### src/rtl/xy_pkg.sv
// Shared addresses, types and defaults for the xy location poll master.
package xy_pkg;

  localparam logic [4:0]  DEV_ID_ADDR    = 5'd0;
  localparam logic [4:0]  X_ADDR         = 5'd1;
  localparam logic [4:0]  Y_ADDR         = 5'd2;
  localparam logic [31:0] DEF_EXP_DEV_ID = 32'hECE45318;

  typedef enum logic [2:0] {IDLE, RD_ID, RD_X, RD_Y, PUSH} poll_state_t;

  typedef struct packed {
    logic [31:0] x;
    logic [15:0] y;
  } xy_sample_t;

endpackage

### src/rtl/xy_sample_fifo.sv
// Show-ahead sample FIFO; a pop in the same cycle lets a push into a full FIFO.
module xy_sample_fifo
  import xy_pkg::*;
#(
  parameter int unsigned FIFO_DEPTH = 8
) (
  input  logic                        clk,
  input  logic                        reset,
  input  logic                        push,
  input  xy_sample_t                  wdata,
  output logic                        full,
  input  logic                        pop,
  output xy_sample_t                  rdata,
  output logic                        empty,
  output logic [$clog2(FIFO_DEPTH):0] count
);

  localparam int unsigned PtrW = $clog2(FIFO_DEPTH);

  xy_sample_t      mem_q [FIFO_DEPTH];
  logic [PtrW-1:0] wr_ptr_q, rd_ptr_q;
  logic [PtrW:0]   count_q;
  logic            wr_en, rd_en;

  assign empty = (count_q == '0);
  assign full  = (count_q == (PtrW + 1)'(FIFO_DEPTH));
  assign rd_en = pop & ~empty;
  assign wr_en = push & (~full | rd_en);
  assign rdata = mem_q[rd_ptr_q];
  assign count = count_q;

  always_ff @(posedge clk) begin
    if (reset) begin
      wr_ptr_q <= '0;
      rd_ptr_q <= '0;
      count_q  <= '0;
    end else begin
      if (wr_en) wr_ptr_q <= wr_ptr_q + PtrW'(1);
      if (rd_en) rd_ptr_q <= rd_ptr_q + PtrW'(1);
      if (wr_en && !rd_en) begin
        count_q <= count_q + (PtrW + 1)'(1);
      end else if (!wr_en && rd_en) begin
        count_q <= count_q - (PtrW + 1)'(1);
      end
    end
  end

  always_ff @(posedge clk) begin
    if (wr_en) mem_q[wr_ptr_q] <= wdata;
  end

endmodule

### src/rtl/xy_poll_master.sv
// Periodic Avalon-MM poller of the xy location slave, feeding a sample stream.
// Optional XY_DEDUP_EN: skip pushing a sample identical to the last pushed one.
module xy_poll_master
  import xy_pkg::*;
#(
  parameter int unsigned POLL_PERIOD = 50000,
  parameter int unsigned FIFO_DEPTH  = 8,
  parameter logic [31:0] EXP_DEV_ID  = DEF_EXP_DEV_ID
) (
  input  logic        clk,
  input  logic        reset,
  input  logic        enable,
  output logic [4:0]  master_address,
  output logic        master_read,
  input  logic [31:0] master_readdata,
  input  logic        master_waitrequest,
  output logic        sample_valid,
  input  logic        sample_ready,
  output logic [31:0] sample_x,
  output logic [15:0] sample_y,
  output logic        id_error,
  output logic [15:0] overflow_cnt
);

  localparam int unsigned CntW = $clog2(POLL_PERIOD);

  poll_state_t   state_q, state_d;
  logic [CntW-1:0] cnt_q;
  logic          tick;
  logic [31:0]   x_q;
  logic [15:0]   y_q;
  logic          id_error_q;
  logic [15:0]   ovf_q;
  logic          id_err_set, cap_x, cap_y, push_req;
  logic          dup, push, push_ok, pop_en;
  logic          fifo_full, fifo_empty;
  xy_sample_t    fifo_rdata;
  logic [$clog2(FIFO_DEPTH):0] unused_fifo_count;

  assign tick = (cnt_q == CntW'(POLL_PERIOD - 1));

  always_ff @(posedge clk) begin
    if (reset || tick) cnt_q <= '0;
    else               cnt_q <= cnt_q + CntW'(1);
  end

  always_comb begin
    state_d        = state_q;
    master_read    = 1'b0;
    master_address = DEV_ID_ADDR;
    id_err_set     = 1'b0;
    cap_x          = 1'b0;
    cap_y          = 1'b0;
    push_req       = 1'b0;
    unique case (state_q)
      IDLE: if (tick && enable) state_d = RD_ID;
      RD_ID: begin
        master_read = 1'b1;
        if (!master_waitrequest) begin
          if (master_readdata == EXP_DEV_ID) begin
            state_d = RD_X;
          end else begin
            id_err_set = 1'b1;
            state_d    = IDLE;
          end
        end
      end
      RD_X: begin
        master_read    = 1'b1;
        master_address = X_ADDR;
        if (!master_waitrequest) begin
          cap_x   = 1'b1;
          state_d = RD_Y;
        end
      end
      RD_Y: begin
        master_read    = 1'b1;
        master_address = Y_ADDR;
        if (!master_waitrequest) begin
          cap_y   = 1'b1;
          state_d = PUSH;
        end
      end
      PUSH: begin
        push_req = 1'b1;
        state_d  = IDLE;
      end
      default: state_d = IDLE;
    endcase
  end

  assign pop_en  = sample_ready & ~fifo_empty;
  assign push    = push_req & ~dup;
  assign push_ok = push & (~fifo_full | pop_en);

`ifdef XY_DEDUP_EN
  logic [47:0] last_q;
  assign dup = ({x_q, y_q} == last_q);
  always_ff @(posedge clk) begin
    if (reset)        last_q <= 48'h0;
    else if (push_ok) last_q <= {x_q, y_q};
  end
`else
  assign dup = 1'b0;
`endif

  always_ff @(posedge clk) begin
    if (reset) begin
      state_q    <= IDLE;
      x_q        <= '0;
      y_q        <= '0;
      id_error_q <= 1'b0;
      ovf_q      <= '0;
    end else begin
      state_q <= state_d;
      if (cap_x)      x_q        <= master_readdata;
      if (cap_y)      y_q        <= master_readdata[15:0];
      if (id_err_set) id_error_q <= 1'b1;
      // Dropped only when full with no simultaneous pop freeing a slot.
      if (push && !push_ok && ovf_q != 16'hFFFF) ovf_q <= ovf_q + 16'd1;
    end
  end

  xy_sample_fifo #(
    .FIFO_DEPTH(FIFO_DEPTH)
  ) u_fifo (
    .clk  (clk),
    .reset(reset),
    .push (push),
    .wdata('{x: x_q, y: y_q}),
    .full (fifo_full),
    .pop  (sample_ready),
    .rdata(fifo_rdata),
    .empty(fifo_empty),
    .count(unused_fifo_count)
  );

  assign sample_valid = ~fifo_empty;
  assign sample_x     = fifo_rdata.x;
  assign sample_y     = fifo_rdata.y;
  assign id_error     = id_error_q;
  assign overflow_cnt = ovf_q;

endmodule

### config.mk
export PLATFORM = sky130hd
export DESIGN_NAME = xy_poll_master
export DESIGN_NICKNAME = d
export VERILOG_FILES = /design/src/rtl/xy_pkg.sv /design/src/rtl/xy_sample_fifo.sv /design/src/rtl/xy_poll_master.sv
export SDC_FILE = /design/constraint.sdc
export NUM_CORES = 1
export LEC_CHECK = 0
export ABC_AREA = 0
export CAP_MARGIN = 5
export CORE_MARGIN = 4
export CORE_UTILIZATION = 45
export CTS_CLUSTER_DIAMETER = 60
export DETAILED_ROUTE_END_ITERATION = 12
export DONT_BUFFER_PORTS = 1
export GPL_TIMING_DRIVEN = 0
export HOLD_SLACK_MARGIN = 0.05
export PLACE_DENSITY = 0.68
export SLEW_MARGIN = 20
export SYNTH_ARGS = -nofsm -noshare
export SYNTH_HDL_FRONTEND = slang
export SYNTH_SLANG_ARGS = --single-unit
### constraint.sdc
create_clock -name clk -period 6.7 [get_ports clk]
set_input_delay 0.67 -clock clk [delete_from_list [all_inputs] [get_ports clk]]
set_output_delay 0.67 -clock clk [all_outputs]
set_load 0.02 [all_outputs]
==> results of run 1 <==
how the worst min path moves through the flow:
| stage | slack [ps] | endpoint | cells after the start |
|---|---|---|---|
| 2_1_floorplan | 440 | cnt_q[0] | 1 |
| 3_3_place_gp | 460 | cnt_q[0] | 1 |
| 3_5_place_dp | 470 | cnt_q[0] | 1 |
| 4_1_cts | 220 | x_q[21] | 2 |
| 5_1_grt | 230 | x_q[0] | 2 |
| 6_report | 250 | y_q[1] | 2 |
per-stage QoR:
step                area, um2  worst slack (ps)  hold WS, ps  setup TNS [ps]
floorplan               18600              1790          441               0
global placement        19300             -2050          458         -186050
detailed placement      19700              3280          470               0
CTS                     21200              2690          218               0
global route            21200              2650          230               0
finish                  21200              2710          249               0
power by group:
part           switching (mW)  leakage [nW]  internal [mW]  total [mW]
Combinational           0.308          1.41          0.233       0.541
Clock                    1.07         0.740           1.48        2.55
Sequential             0.0180          3.91           3.19        3.21
Total                    1.40          6.06           4.91        6.31
sequential cells by signal, summed over array words and instances (netlist names), named ones only:
name and flops:
u_fifo.rd_ptr_q 3, x_q 32, y_q 16, u_fifo.wr_ptr_q 3, overflow_cnt 16, id_error 1
cnt_q 16, state_q 3, u_fifo.mem_q 384, u_fifo.count 4
cell families after synthesis:
kind of cell	Yosys count	share of synthesized area, %
mux	152	15.0
fa+ha+maj	8	0.579
simple gates	244	6.58
buf+inv	72	1.83
xor+xnor	16	0.753
flops	481	72.4
compound gates	92	2.80
other cells	1	0.0202
metal layers:
metal / track usage [%] / vias to the layer above
met4: 4.95 / 0
met1: 25.1 / 4995
li1: - / 4321
met2: 29.1 / 270
met3: 3.90 / 61
met5: 0 / -
worst register-to-register path, delay by kind of cell, from the launching register on:
| kind | cells | cell delay (ps) |
|---|---|---|
| buffers and inverters | 1 | 100 |
| AND/OR/NAND/NOR | 2 | 990 |
| adder cells (fa/ha/maj) | 2 | 500 |
| flip-flops | 1 | 390 |
| multiplexers | 2 | 570 |
| AO/OA/AOI/OAI | 2 | 340 |
layout by cell type, fill, tap and decap left out, types with 4 or more instances in the layout:
master	n
edfxtp_1	384
nand2_1	111
dfxtp_1	97
mux4_2	96
a21oi_1	68
mux2_2	53
clkbuf_1	49
clkbuf_16	48
nor2_1	37
buf_4	16
buf_2	14
inv_1	13
or4_1	12
nand3_1	11
xnor2_1	11
o31ai_1	11
nand4_1	9
buf_6	7
clkbuf_8	7
ha_1	7
buf_12	7
or3_1	6
nand2b_1	6
nor2_4	6
nor2b_1	6
nor4bb_1	6
xor2_1	5
nor3_1	5
nor4_1	5
o21ai_0	5
clkinv_2	5
clkinv_1	5
buf_16	5
clkbuf_2	4
or2_2	4
and4_1	4
cell type report:
cell class | instances | area, um2
Buffer | 59 | 293
Sequential cell | 481 | 13500
Inverter | 13 | 48.8
Multi-Input combinational cell | 515 | 4850
Tap cell | 532 | 666
Clock buffer | 72 | 1350
Fill cell | 3205 | 19600
Clock inverter | 17 | 154
Timing Repair Buffer | 27 | 405
==> metrics.csv, run 1 <==
metric;value;unit
core region area;40800;um2
Seq/Total Area, Yosys;72.4;%
met1 WL;17.4;mm
port buffer count;0;
Synth async-reset ratio;0;%
Syn Inst Count;1066;
top-area cell type share of the netlist area;62.0;%
Clk Latency, worst-skew pair;560;ps
Pwr per Cell Area;297;nW/um2
via count;9647;
DRC viols;0;
CTS tree;done;
# rows;74;
Slew HR;36.4;%
gr ovfl total;0;
Initial Util;45.5;%
count of final setup violators;0;
Reg-to-Reg Start;u_fifo.count[0];
element type at the critical path end;output pin;
Area growth syn-to-layout;14.2;%
post-route ant nets;0;
cell count after placement;1627;
count leader, synth;edfxtp_1;
final core occ;52.0;%
crit path time final;3990;ps
Fmax;250;MHz
# IOs;109;
Reg2Reg Depth;9;
critical path peak fanout;10;
RSZ-0062 raised after global routing;false;
largest net degree at the start of global routing;21;
Fin. Hold Viols;0;
outcome;finished, final reports clean;
DIE AREA;44600;um2
CP max-delay cell;clkbuf_1;
gr usage total;18.0;%
Setup Fix Bufs, Post-CTS;0;
Non-Filler Instances;1716;
Max Used Layer;met4;
WL met2;19.5;mm
top cell type by total area after synthesis;edfxtp_1;
WP depth;5;
Startpoint Class;register;
layout cells sized above 1;24.4;%
P_leak;6.06;nW
Die Ht;211;um
Main synth FF type;edfxtp_1;
R2R Setup Slk;3700;ps
WP buf/inv;3;
hold path start;master_readdata[1];
number of synthesized flops with an enable pin;384;
final WL;40.1;mm
Yosys cell types;53;
Die X;211;um
first-pass GRT wire length;61.3;mm
Tcrit/Tclk final;59.6;%
largest cells by area after synthesis;edfxtp_1, mux4_2, dfxtp_1;
DP Wirelength;26.6;mm
CTS HTree Levels;2;
Setup crit end;sample_y[8];
clock skew;20.6;ps
CP Class;reg -> out;
peak supply drop;234;uV
via density per instance;5.62;
Reg clk slew, reported paths;60;ps
number of global-route vias before repair;9965;
Critical Path Max Stage Delay;680;ps
Detail Route met3 WL;2.20;mm
critical path's top delay family;buffers and inverters;
initial antenna violation count;0;
reg2reg end;u_fifo.count[3];
Synth Register Bits;481;
synthesized area;18600;um2
Iteration-0 DRC Markers;732;
Routed WL per cell;23.4;um
Slew @ Worst Pin;954;ps
Max Slew Vio Count;0;
Hold-fix buffers, CTS;0;
Worst Hold Class;in -> reg;
WP data arrival;3320;ps
max_cap viols;0;
Yosys warnings;0;
Pre-antenna DRT Iters;5;
Power Total;6.31;mW
buffer type at the clock tree root;clkbuf_16;
mean post-synth cell area;17.4;um2
Critical Path Most Common Cell;clkbuf_1;
GPL Wtd Cong;0.797;
Clock Sinks;481;
buffer levels on the longest clock path;3;
Nets;1190;
n_diodes;0;
Critical Path, Cell by Cell;clkbuf_1, clkbuf_1, clkbuf_1, mux4_2, mux2_2;
Critical Path RT;6030;ps
Num CTS Buffers;48;
CTS resizes;0;
most common library cells after synthesis;edfxtp_1, nand2_1, dfxtp_1;
Power figures use the tool's default switching activity.
==> inputs of run 2 (changes only) <==
--- a/config.mk
+++ b/config.mk
@@ -14,7 +14,7 @@
 export DONT_BUFFER_PORTS = 1
 export GPL_TIMING_DRIVEN = 0
 export HOLD_SLACK_MARGIN = 0.05
-export PLACE_DENSITY = 0.68
+export PLACE_DENSITY = 0.7
 export SLEW_MARGIN = 20
 export SYNTH_ARGS = -nofsm -noshare
 export SYNTH_HDL_FRONTEND = slang
==> constraint.sdc (replaced) <==
create_clock -name clk -period 3.4 [get_ports clk]
set_input_delay 0.34 -clock clk [delete_from_list [all_inputs] [get_ports clk]]
set_output_delay 0.34 -clock clk [all_outputs]
set_load 0.02 [all_outputs]
==> run 2 against run 1 <==
  * Clock-buffer cell count up 3
  * Largest cell class unchanged
  * Global-route usage up 0.40 points
  * Design area up 2.1%
  * Critical endpoint is now sample_y[13]
  * Clock skew down 1.5 ps
  * Sequential share of layout area down 1.3 points
  * Critical path type unchanged
  * Power up 100%
==> metrics.csv, run 2 (synthesized netlist as in run 1, its figures left out) <==
metric;value;unit
max_cap viols;0;
Nets;1219;
Fmax;307;MHz
Pre-antenna DRT Iters;5;
Pwr per Cell Area;581;nW/um2
cell count after placement;1621;
via count;9894;
count of final setup violators;0;
core region area;40800;um2
largest net degree at the start of global routing;22;
Clock Sinks;481;
Die X;211;um
Iteration-0 DRC Markers;762;
Setup Fix Bufs, Post-CTS;0;
gr ovfl total;0;
buffer type at the clock tree root;clkbuf_16;
final core occ;53.1;%
TNS Setup;0;ps
peak supply drop;346;uV
Routed WL per cell;23.3;um
RSZ-0062 raised after global routing;false;
initial antenna violation count;1;
number of global-route vias before repair;10040;
Fill cells;3129;
critical path peak fanout;10;
gr usage total;18.4;%
P_leak;7.70;nW
hold path start;sample_ready;
Clk Latency, worst-skew pair;560;ps
# rows;74;
Startpoint Class;register;
GPL Wtd Cong;0.789;
Num CTS Buffers;48;
highest-count cells in the layout ignoring fill and taps;edfxtp_1, nand2_1, dfxtp_1, mux4_2, a21oi_1;
CTS HTree Levels;2;
Reg with most FFs;u_fifo.mem_q;
layout cells sized above 1;23.8;%
element type at the critical path end;output pin;
Slew HR;37.9;%
Worst Hold Class;in -> reg;
post-route ant nets;0;
Tcrit/Tclk final;95.8;%
CP Class;reg -> out;
Non-Filler Instances;1748;
# IOs;109;
clock skew;19.2;ps
biggest registers after layout;u_fifo.mem_q: 384 flops, x_q: 32 flops;
Max Slew Vio Count;0;
Fin. Hold Viols;0;
Critical Path RT;3060;ps
R2R Setup Slk;300;ps
via density per instance;5.66;
Slew @ Worst Pin;932;ps
Area growth syn-to-layout;16.6;%
final WL;40.8;mm
max FFs per register;384;
buffer levels on the longest clock path;3;
WP data arrival;2920;ps
Reg clk slew, reported paths;60;ps
Die Ht;211;um
most common cell after layout, fill and taps aside;edfxtp_1;
hold slack;87.9;ps
DP Wirelength;26.1;mm
crit path time final;3260;ps
Initial Util;45.5;%
port buffer count;0;
first-pass GRT wire length;62.3;mm
CTS tree;done;
DRC viols;0;
DIE AREA;44600;um2
Reg-to-Reg Start;u_fifo.count[0];
outcome;finished, final reports clean;
-- run 2: cell count changes in the layout (fill, tap and decap cells not counted), moves of 2 or more --
cell           before  now
clkbuf_1           49   45
nor3_2              2    0
buf_8               0    4
buf_4              16    5
dlygate4sd3_1       0   35
clkbuf_8            7   11
clkbuf_16          48   50
nor3_4              0    2
diode_2             0    4
-- run 2: final timing paths --
kind | endpoint | cells after the start
worst max-delay path | sample_y[13] | 5
worst min-delay path | u_fifo.rd_ptr_q[2] | 3
worst max register to register | u_fifo.count[3] | 9
worst min register to register | cnt_q[0] | 1
-- run 2: power breakdown --
part	leakage, nW	internal, mW	switching [mW]
Clock	0.771	3.07	2.09
Sequential	5.12	6.30	0.0359
Combinational	1.81	0.488	0.632
-- run 2: repair_timing --
action	in CTS	in global routing
resized for setup	4	0
setup endpoints to repair	40	0
hold buffers	35	0
hold endpoints to repair	54	0
-- run 2: metrics by stage --
step,power [mW],cell area (um2),worst slack (ps)
final,12.6,21700,143
after CTS,12.7,21700,52.5
after floorplan,7.29,18600,-97.1
after global placement,7.55,19300,-2280
after detailed placement,7.56,19800,364
after global routing,13.1,21700,10.6
-- run 2: area by class of cell --
| class | count | area (um2) | share of cell area (%) |
|---|---|---|---|
| inverter | 13 | 48.8 | 0.225 |
| multi-input combinational | 515 | 4860 | 22.4 |
| antenna | 4 | 10.0 | 0.0461 |
| sequential | 481 | 13500 | 62.1 |
| tap | 532 | 666 | 3.07 |
| clock inverter | 13 | 125 | 0.577 |
| clock buffer | 75 | 1450 | 6.66 |
| buffer | 59 | 298 | 1.37 |
| timing repair buffer | 56 | 761 | 3.51 |
-- run 2: worst max-delay path, stage by stage (launching register included) --
cell	delay (ps)
dfxtp_1	310
clkbuf_1	320
clkbuf_1	530
clkbuf_2	450
mux4_2	380
mux2_2	360
-- run 2: metal layers --
metal	vias to the layer above	part of all wire (%)	GRT usage [%]	wire length, um
met5	-	0	0	0
met4	0	3.2	6.40	1300
met3	80	7.0	3.81	2850
met2	356	49	29.6	20000
met1	5056	41	25.3	16600
li1	4402	-	-	-
==> inputs of run 3 (changes only) <==
--- a/config.mk
+++ b/config.mk
@@ -19,3 +19,4 @@
 export SYNTH_ARGS = -nofsm -noshare
 export SYNTH_HDL_FRONTEND = slang
 export SYNTH_SLANG_ARGS = --single-unit
+export TNS_END_PERCENT = 10
==> run 3 against run 2 <==
  * Sequential power about the same
  * Worst hold slack better by 41 ps
  * Register-to-register slack about the same
  * Highest routed layer unchanged
  * Wire length up 2.0%
  * Global-route usage up 0.27 points
  * Design area up 0.45%
  * Combinational power about the same
  * Cell count up 0.23%
==> metrics.csv, run 3 (synthesized netlist as in run 1, its figures left out) <==
metric;value;unit
buffer levels on the longest clock path;3;
# rows;74;
Fin. Hold Viols;0;
critical path peak fanout;10;
Pre-antenna DRT Iters;5;
via density per instance;5.68;
P_leak;7.75;nW
Reg clk slew, reported paths;60;ps
WP data arrival;2790;ps
RSZ-0062 raised after global routing;false;
R2R Setup Slk;300;ps
layout cells sized above 1;24.0;%
Routed WL per cell;23.8;um
Setup Fix Bufs, Post-CTS;0;
Slew HR;36.5;%
Pwr per Cell Area;575;nW/um2
buffer type at the clock tree root;clkbuf_16;
gr ovfl total;0;
CP Class;reg -> out;
Reg2Reg Depth;9;
GPL Wtd Cong;0.829;
via count;9949;
Clock Sinks;481;
n_diodes;0;
hold path start;sample_ready;
Worst Hold Class;in -> reg;
Tcrit/Tclk final;92.1;%
DP Wirelength;26.7;mm
element type at the critical path end;output pin;
Initial Util;45.5;%
count of final setup violators;0;
register area;13500;um2
largest net degree at the start of global routing;21;
number of global-route vias before repair;10215;
Fmax;319;MHz
outcome;finished, final reports clean;
Max Slew Vio Count;0;
clock skew;32.9;ps
Hold EP;overflow_cnt[3];
CTS HTree Levels;2;
final WL;41.6;mm
Startpoint Class;register;
post-route ant nets;0;
Iteration-0 DRC Markers;880;
biggest registers after layout;u_fifo.mem_q: 384 flops, x_q: 32 flops;
highest-count cells in the layout ignoring fill and taps;edfxtp_1, nand2_1, dfxtp_1, mux4_2, a21oi_1;
TNS Setup;0;ps
first-pass GRT wire length;63.0;mm
most common cell after layout, fill and taps aside;edfxtp_1;
Num CTS Buffers;48;
Die Ht;211;um
Area growth syn-to-layout;17.2;%
Die X;211;um
Nets;1225;
Power Total;12.5;mW
max FFs per register;384;
core region area;40800;um2
Clk Latency, worst-skew pair;580;ps
area of the multi-input gates;4860;um2
Reg-to-Reg Start;u_fifo.count[0];
max_cap viols;0;
Fill cells;3107;
# IOs;109;
Critical Path RT;3060;ps
crit path time final;3130;ps
reg2reg end;u_fifo.count[3];
Hold Path Depth;4;
port buffer count;0;
DIE AREA;44600;um2
CTS tree;done;
gr usage total;18.7;%
initial antenna violation count;0;
peak supply drop;401;uV
Reg with most FFs;u_fifo.mem_q;
DRC viols;0;
Slew @ Worst Pin;952;ps
[run 3: cell types whose count changed in the layout (fill, tap and decap cells not counted), sizes merged]
cell / before / now
buf: 44 / 50
diode: 4 / 0
clkinv: 10 / 13
clkbuf: 111 / 109
clkinvlp: 0 / 1
[run 3: routing by layer]
| layer | global-route usage [%] | wire [um] |
|---|---|---|
| met1 | 24.5 | 16600 |
| met5 | 0 | 0 |
| met4 | 7.66 | 1670 |
| met3 | 4.36 | 2790 |
| met2 | 30.4 | 20600 |
[run 3: critical path, stage by stage, from the launching register on]
cell      delay (ps)
dfxtp_1          320
clkbuf_1         360
clkbuf_2         380
clkbuf_2         400
mux4_2           380
mux2_2           360
[run 3: power by group]
part           internal, mW  total [mW]  switching, mW
Sequential             6.30        6.33         0.0381
Clock                  2.89        5.07           2.18
Combinational         0.489        1.13          0.637
[run 3: final cells by class]
type                    instances  share of cell area [%]
plain buffers                  59                    1.37
clock buffers                  73                    6.13
clock inverters                17                   0.861
inverters                      13                   0.224
multi-input cells             515                    22.3
flip-flops and latches        481                    61.8
well taps                     532                    3.06
repair buffers                 62                    4.23
[run 3: what timing repair did]
action                                  in CTS  in global routing
pin swaps                                    0                  0
endpoints found under the setup margin      40                 20
hold endpoints to repair                    55                  0
hold buffers                                35                  0
resized for setup                            3                  4
[run 3: worst max-delay path by stage]
| stage | from | to | slack (ps) | cells past startpoint |
|---|---|---|---|---|
| after floorplan | state_q[0] | u_fifo.mem_q[1][0] | -1360 | 4 |
| after global placement | state_q[0] | u_fifo.mem_q[1][22] | -4890 | 4 |
| after detailed placement | u_fifo.count[0] | u_fifo.count[3] | 320 | 9 |
| after CTS | register | sample_x[14] | -6 | 5 |
| after global routing | register | sample_x[12] | 60 | 4 |
| final | register | sample_y[13] | 270 | 5 |
[run 3: through the flow]
stage	hold slack, ps	util (%)	instance area (um2)	worst slack (ps)	std cells
final	129	53.4	21800	268	1752
after global routing	131	53.4	21800	56.3	1752
after global placement	456	47.2	19300	-4890	1600
after floorplan	441	-	18600	-1360	1068
after detailed placement	460	48.8	19900	319	1627
after CTS	82.6	53.4	21800	-5.98	1752
